### src/rtl/pin_verify_lockout.sv
// pin_verify_lockout: PIN compare with attempt counting and timed lockout (lockout enabled by PIN_LOCKOUT_EN)
module pin_verify_lockout #(
   parameter int DIGITS      = 4,
   parameter int DIGIT_W     = 4,
   parameter int MAX_TRIES   = 3,
   parameter int LOCK_CYCLES = 15000,
   parameter int LOCK_W      = 16
) (
   input  logic                              clk_500Hz,
   input  logic                              btnR,
   input  logic [DIGITS*DIGIT_W-1:0]         storedPin,
   input  logic [DIGITS*DIGIT_W-1:0]         userPin,
   input  logic                              validPin,
   input  logic                              relock,
   output logic                              status,
   output logic                              fail,
   output logic                              locked,
   output logic [$clog2(MAX_TRIES+1)-1:0]    triesLeft,
   output logic [LOCK_W-1:0]                 lockRemain
);
   localparam int T_W = $clog2(MAX_TRIES + 1);
   localparam logic [T_W-1:0] TRIES_MAX = T_W'(MAX_TRIES);

   typedef enum logic [1:0] {IDLE, OPEN, LOCKOUT} state_t;

   state_t state;
   logic   match;

   assign match = (userPin == storedPin);

`ifndef PIN_LOCKOUT_EN
   logic unused_cfg;
   assign unused_cfg = (LOCK_CYCLES != 0);
   assign locked     = 1'b0;
   assign lockRemain = '0;
   assign triesLeft  = TRIES_MAX;
`endif

   // Evaluate PIN entries, track consecutive misses and run the lockout timer
   always_ff @(posedge clk_500Hz) begin
      if (btnR) begin
         state  <= IDLE;
         status <= 1'b0;
         fail   <= 1'b0;
`ifdef PIN_LOCKOUT_EN
         locked     <= 1'b0;
         triesLeft  <= TRIES_MAX;
         lockRemain <= '0;
`endif
      end else begin
         fail <= 1'b0;
         case (state)
            IDLE, OPEN: begin
               if (state == OPEN && relock) begin
                  state  <= IDLE;
                  status <= 1'b0;
               end else if (validPin && match) begin
                  state  <= OPEN;
                  status <= 1'b1;
`ifdef PIN_LOCKOUT_EN
                  triesLeft <= TRIES_MAX;
`endif
               end else if (validPin) begin
                  state  <= IDLE;
                  status <= 1'b0;
                  fail   <= 1'b1;
`ifdef PIN_LOCKOUT_EN
                  triesLeft <= triesLeft - 1'b1;
                  if (triesLeft == T_W'(1)) begin
                     state      <= LOCKOUT;
                     locked     <= 1'b1;
                     lockRemain <= LOCK_W'(LOCK_CYCLES);
                  end
`endif
               end
            end
`ifdef PIN_LOCKOUT_EN
            LOCKOUT: begin
               lockRemain <= lockRemain - 1'b1;
               if (lockRemain == LOCK_W'(1)) begin
                  state     <= IDLE;
                  locked    <= 1'b0;
                  triesLeft <= TRIES_MAX;
               end
            end
`endif
            default: state <= IDLE;
         endcase
      end
   end
endmodule

### config.mk
export PLATFORM = sky130hd
export DESIGN_NAME = pin_verify_lockout
export DESIGN_NICKNAME = d
export VERILOG_FILES = /design/src/rtl/pin_verify_lockout.sv
export SDC_FILE = /design/constraint.sdc
export NUM_CORES = 1
export LEC_CHECK = 0
export ABC_CLOCK_PERIOD_IN_PS = 1000
export BUFFER_PORTS_ARGS = -buffer_cell sky130_fd_sc_hd__buf_2
export CAP_MARGIN = 20
export CORE_MARGIN = 5
export CORE_UTILIZATION = 30
export DETAILED_ROUTE_END_ITERATION = 10
export MAX_ROUTING_LAYER = met4
export PLACE_DENSITY_LB_ADDON = 0.08
export SETUP_SLACK_MARGIN = 0.1
export SLEW_MARGIN = 40
export SYNTH_ARGS = -nofsm -noshare
export SYNTH_HDL_FRONTEND = slang
export SYNTH_SLANG_ARGS = --single-unit
### constraint.sdc
create_clock -name clk_500Hz -period 1 [get_ports clk_500Hz]
set_input_delay 0.1 -clock clk_500Hz [delete_from_list [all_inputs] [get_ports clk_500Hz]]
set_output_delay 0.1 -clock clk_500Hz [all_outputs]
set_load 0.005 [all_outputs]
==> results of run 1 <==
==> synth_stat cells, drive strengths merged <==
master and instances:
buf 19, xor2 16, nor4 4, dfxtp 3, conb 2, nand3b 2
o21ai 2, a21oi 1, nand2 1, nand4 1, nor2b 1
==> worst reg2reg max path, delay by kind of cell, from the launching register on <==
family,cells,cell delay [ns]
flops,1,0.31
compound gates,2,0.29
simple gates,1,0.11
==> final timing paths <==
check	startpoint	to	depth (start not counted)
worst min-delay path	validPin	status$_SDFFE_PP0P_	3
worst min register to register	status$_SDFFE_PP0P_	status$_SDFFE_PP0P_	2
worst max register to register	state[0]$_SDFFE_PP0P_	state[0]$_SDFFE_PP0P_	3
worst max-delay path	userPin[9]	fail$_SDFF_PP0_	5
==> through the flow <==
step | std cells | TNS, ns | hold WS [ns]
3_5_place_dp | 102 | -0.337 | 0.393
3_3_place_gp | 102 | -0.308 | 0.406
5_1_grt | 106 | 0 | 0.179
2_1_floorplan | 69 | 0 | 0.268
4_1_cts | 106 | 0 | 0.149
6_report | 106 | 0 | 0.159
==> per-layer routing <==
metal,GRT usage [%],up-vias
met1,10.5,177
li1,-,209
met5,-,-
met4,1.66,0
met2,14.4,32
met3,3.38,0
==> kinds of logic (layout without fill, tap and decap cells) <==
kind of cell	Yosys count	count (layout)	share of synthesized area (%)
flip-flops	3	3	14.2
XOR/XNOR	16	16	33.2
other	2	19	1.78
AO/OA/AOI/OAI	3	3	3.56
AND/OR/NAND/NOR	9	9	13.4
buffers and inverters	19	41	33.8
==> area by class of cell <==
class / count / area, µm²
clock buffers: 4 / 26.3
fillers: 144 / 703
multi-input cells: 47 / 305
flip-flops and latches: 3 / 60.1
well taps: 15 / 18.8
repair buffers: 37 / 204
==> flip-flops by register name (all words and copies together) (netlist names) <==
register,flops
status,1
fail,1
state,1
==> cells in the final DEF (no fill, tap or decap) <==
cell and n:
clkbuf_4 3, dfxtp_1 3, nand2_1 1, o21ai_1 2, clkbuf_1 1, nor2b_1 1, xor2_1 16, buf_6 3
a21oi_2 1, nor4_1 1, nand3b_1 2, buf_2 34, nor4_2 3, conb_1 19, nand4_1 1
==> power by group through the flow <==
| stage | combinational [mW] | sequential, mW | clock (mW) |
|---|---|---|---|
| after CTS | 0.159 | 0.123 | 0.221 |
| after detailed placement | 0.151 | 0.125 | 0 |
| after global routing | 0.194 | 0.123 | 0.233 |
| after floorplan | 0.120 | 0.125 | 0 |
| final | 0.171 | 0.123 | 0.209 |
| after global placement | 0.150 | 0.125 | 0 |
==> repair_timing <==
action,CTS,global route
resized for setup,3,4
setup endpoints to repair,1,3
pin swaps,6,2
==> metrics.txt, run 1 <==
# port buffers 37; # IOs 57; power per standard cell area 820 nW/µm²; Post-CTS Setup Bufs 0; CORE AREA 1320 µm²; Final setup violation count 0; DP Area 547 µm²; Tot GR Track Use 8.91%; DRC 0; register area share after synthesis 14.2%; final core utilization 46.6%; clock insertion delay at the later pin of the skew report 0.23 ns; RSZ-0062 raised after global routing yes; clk root buf clkbuf_4; Critical Path RT 1.12 ns; DP HPWL 925 µm; Setup WS post-layout about 0.14 ns; Post-Syn Area 422 µm²; Die Y around 47 µm; Slowest cell on crit path nor4_2; startpoint types primary input; Area Overhead vs Synth 45.7%; Pleak 0.338 nW; Logic pwr share approximately a third; first-pass GRT wire length 1.39 mm; f_max 1160 MHz; Worst-path clk slew ~0.040 ns; Flop pwr share 24.4%; status finished, final reports clean; Worst R2R Setup Slack 0.22 ns; post-placement worst setup slack -0.145 ns; hold crit path type primary input to flop; Pwr Total between 0.5 and 0.6 mW; FF+latch count, synth 3; Gate Count Post-Synth 52; CP Class primary input to flop; crit-path cells buf_6 -> xor2_1 -> nor4_2 -> nand4_1 -> nor2b_1; Slew Viols, Final 0; Synth area leaders buf_4, xor2_1, dfxtp_1; # rows 13; top-area cell type share of the netlist area around 34%; CP max stage delay between 0.2 and 0.3 ns; Synth cell types 11; total CTS buffers 3; CP max FO 3; CTS tree built; final antenna-violating net count 0; Total Routed Length 1.00 mm; share of cells above drive strength 1 48.4%; Via density about 4; drt pass-1 iters 3; diode count 0; CTS HTree Levels 1; Final Hold Viols 0; CP top delay family simple AND/OR/NAND/NOR gates; post-DR wirelength/cell 9.43 µm; initial antenna violation count 0; min Tclk post-route 0.860 ns; Switching Share 27.8%; Worst setup EP type flop; vias in the first global route 384; Metal-1 WL 337 µm; clock skew 0.00231 ns; top layer in use met3; Max Root-Sink Buffers 2; via count 418; layout net count 128; Chip Width 47.5 µm; CTS Hold Bufs 0; met3 WL post-DR 149 µm; largest net degree at the start of global routing 4; WP data arrival between 0.9 and 1 ns; clock share of power 41.6%; Initial DRC Count 4; period utilisation layout 86.0%; fin area around 610 µm²; CTS sink cnt 3; yosys warns 0; Int Pwr 0.364 mW; area leader, netlist buf_4; maxcap violations 0; WL met2 513 µm; Initial Util 32.0%; Overflow after GRT 0; Worst Path Buf+Inv 1; peak supply drop 325 µV; mean post-synth cell area roughly 8.1 µm²; Net Switching 0.140 mW; die area 2260 µm²; GP Congestion 0.731
(Power assumes the default switching activity.)
==> run 2, diff against run 1 <==
--- a/config.mk
+++ b/config.mk
@@ -5,14 +5,14 @@
 export SDC_FILE = /design/constraint.sdc
 export NUM_CORES = 1
 export LEC_CHECK = 0
-export ABC_CLOCK_PERIOD_IN_PS = 1000
+export ABC_CLOCK_PERIOD_IN_PS = 1040
 export BUFFER_PORTS_ARGS = -buffer_cell sky130_fd_sc_hd__buf_2
 export CAP_MARGIN = 20
 export CORE_MARGIN = 5
-export CORE_UTILIZATION = 30
+export CORE_UTILIZATION = 32
 export DETAILED_ROUTE_END_ITERATION = 10
 export MAX_ROUTING_LAYER = met4
-export PLACE_DENSITY_LB_ADDON = 0.08
+export PLACE_DENSITY = 0.91
 export SETUP_SLACK_MARGIN = 0.1
 export SLEW_MARGIN = 40
 export SYNTH_ARGS = -nofsm -noshare
==> constraint.sdc (replaced) <==
create_clock -name clk_500Hz -period 1.04 [get_ports clk_500Hz]
set_input_delay 0.104 -clock clk_500Hz [delete_from_list [all_inputs] [get_ports clk_500Hz]]
set_output_delay 0.104 -clock clk_500Hz [all_outputs]
set_load 0.005 [all_outputs]
==> metrics.txt, run 2 (same netlist as run 1, synthesis figures left out) <==
Initial DRC Count 0; share of cells above drive strength 1 48.4%; drt pass-1 iters 1; hold slack 0.167 ns; Tot GR Track Use 9.25%; Pleak 0.334 nW; total CTS buffers 3; CTS tree built; power per standard cell area 798 nW/µm²; final antenna-violating net count 0; Chip Width around 46 µm; clk root buf clkbuf_4; Slowest cell on crit path nor4_2; CP max stage delay approximately 0.30 ns; Final setup violation count 0; Worst setup EP type flop; status finished, final reports clean; layout filler cell count 127; startpoint types primary input; Initial Util roughly 33%; clock skew around 0.0013 ns; die area between 2000 and 2500 µm²; CP Class primary input to flop; Total Routed Length just over 1 mm; vias in the first global route about 400; crit-path cells buf_2 -> xor2_1 -> nor4_2 -> nand4_1 -> nor2b_1; clock insertion delay at the later pin of the skew report between 0.2 and 0.25 ns; Inst Count DP 102; RSZ-0062 raised after global routing no; min Tclk post-route 0.879 ns; Overflow after GRT 0; final cell count without fillers 106; layout net count between 100 and 150; Net Switching 0.137 mW; Slew Viols, Final 0; largest net degree at the start of global routing 4; diode count 0; CP top delay family simple AND/OR/NAND/NOR gates; Die Y 46.3 µm; Worst-path clk slew roughly 0.04 ns; initial antenna violation count 0; Switching Share approximately 28%; register area 60.1 µm²; Largest regs fail (1), state (1), status (1); WP data arrival 1.00 ns; period utilisation layout between 80% and 90%; hold crit path type primary input to flop; DP Area 547 µm²; Area Overhead vs Synth 43.3%; Logic pwr share 34.0%; # rows 13; peak supply drop 332 µV; area occupied by multi-input gates between 300 and 400 µm²; Final Hold Viols 0; Int Pwr 0.346 mW; commonest non-fill, non-tap cells in the layout buf_2, conb_1, xor2_1, nor4_2; CP max FO 3; clock share of power 41.4%; DP HPWL 948 µm; first-pass GRT wire length 1.43 mm; DRC 0; CTS HTree Levels 1; post-DR wirelength/cell roughly 9.5 µm; Flop pwr share 24.5%; Pwr Total 0.482 mW; most common cell after layout, fill and taps aside buf_2; Via density around 4; # IOs 57; Max Root-Sink Buffers 2; Worst Path Buf+Inv 1; via count 423; fin area 604 µm²; maxcap violations 0; GP Congestion between 0.6 and 0.7; CTS sink cnt 3; CORE AREA ~1300 µm²; Critical Path RT approximately 1.2 ns; # port buffers 37; f_max 1140 MHz
[run 2: per-layer routing]
layer | wire, µm | vias up | track usage, %
li1 | - | 208 | -
met1 | 309 | 178 | 8.94
met2 | 540 | 35 | 18.1
met3 | 141 | 2 | 0
met4 | 16 | 0 | 5.11
met5 | 0 | - | -
[run 2: layout make-up]
class,instances,share of cell area [%]
well taps,15,3.11
clock buffers,4,4.35
repair buffers,37,31.7
flip-flops and latches,3,9.94
multi-input cells,47,50.9
[run 2: timing repair]
item	in CTS	in global routing
setup endpoints to repair	0	3
hold buffers	0	0
setup buffers	0	0
resized for setup	0	5
hold endpoints to repair	0	0
[run 2: worst register-to-register path, delay by kind of cell (launching register included)]
| kind | cells | cell delay [ns] |
|---|---|---|
| DFF | 1 | 0.30 |
| and+or+nand+nor | 1 | 0.13 |
| AOI/OAI and AO/OA | 2 | 0.33 |
[run 2: through the flow]
stage / utilization (%) / setup WS (ns) / TNS [ns]
2_1_floorplan: - / 0.140 / 0
3_3_place_gp: 43.1 / -0.130 / -0.272
3_5_place_dp: 43.1 / -0.123 / -0.251
4_1_cts: 45.2 / 0.124 / 0
5_1_grt: 47.6 / 0.101 / 0
6_report: 47.6 / 0.161 / 0
[run 2: path summary, 6_finish.rpt]
| check | from | endpoint | slack [ns] | cells after the start |
|---|---|---|---|---|
| worst max-delay path | storedPin[1] | fail$_SDFF_PP0_ | 0.16 | 5 |
| worst max register to register | state[0]$_SDFFE_PP0P_ | status$_SDFFE_PP0P_ | 0.22 | 3 |
| worst min-delay path | validPin | state[0]$_SDFFE_PP0P_ | 0.17 | 3 |
| worst min register to register | state[0]$_SDFFE_PP0P_ | state[0]$_SDFFE_PP0P_ | 0.48 | 2 |
[run 2: power groups by stage]
stage,clock [mW],sequential [mW],combinational (mW)
finish,0.200,0.118,0.164
global route,0.210,0.118,0.186
CTS,0.210,0.118,0.147
detailed placement,0,0.120,0.146
global placement,0,0.120,0.141
floorplan,0,0.120,0.115
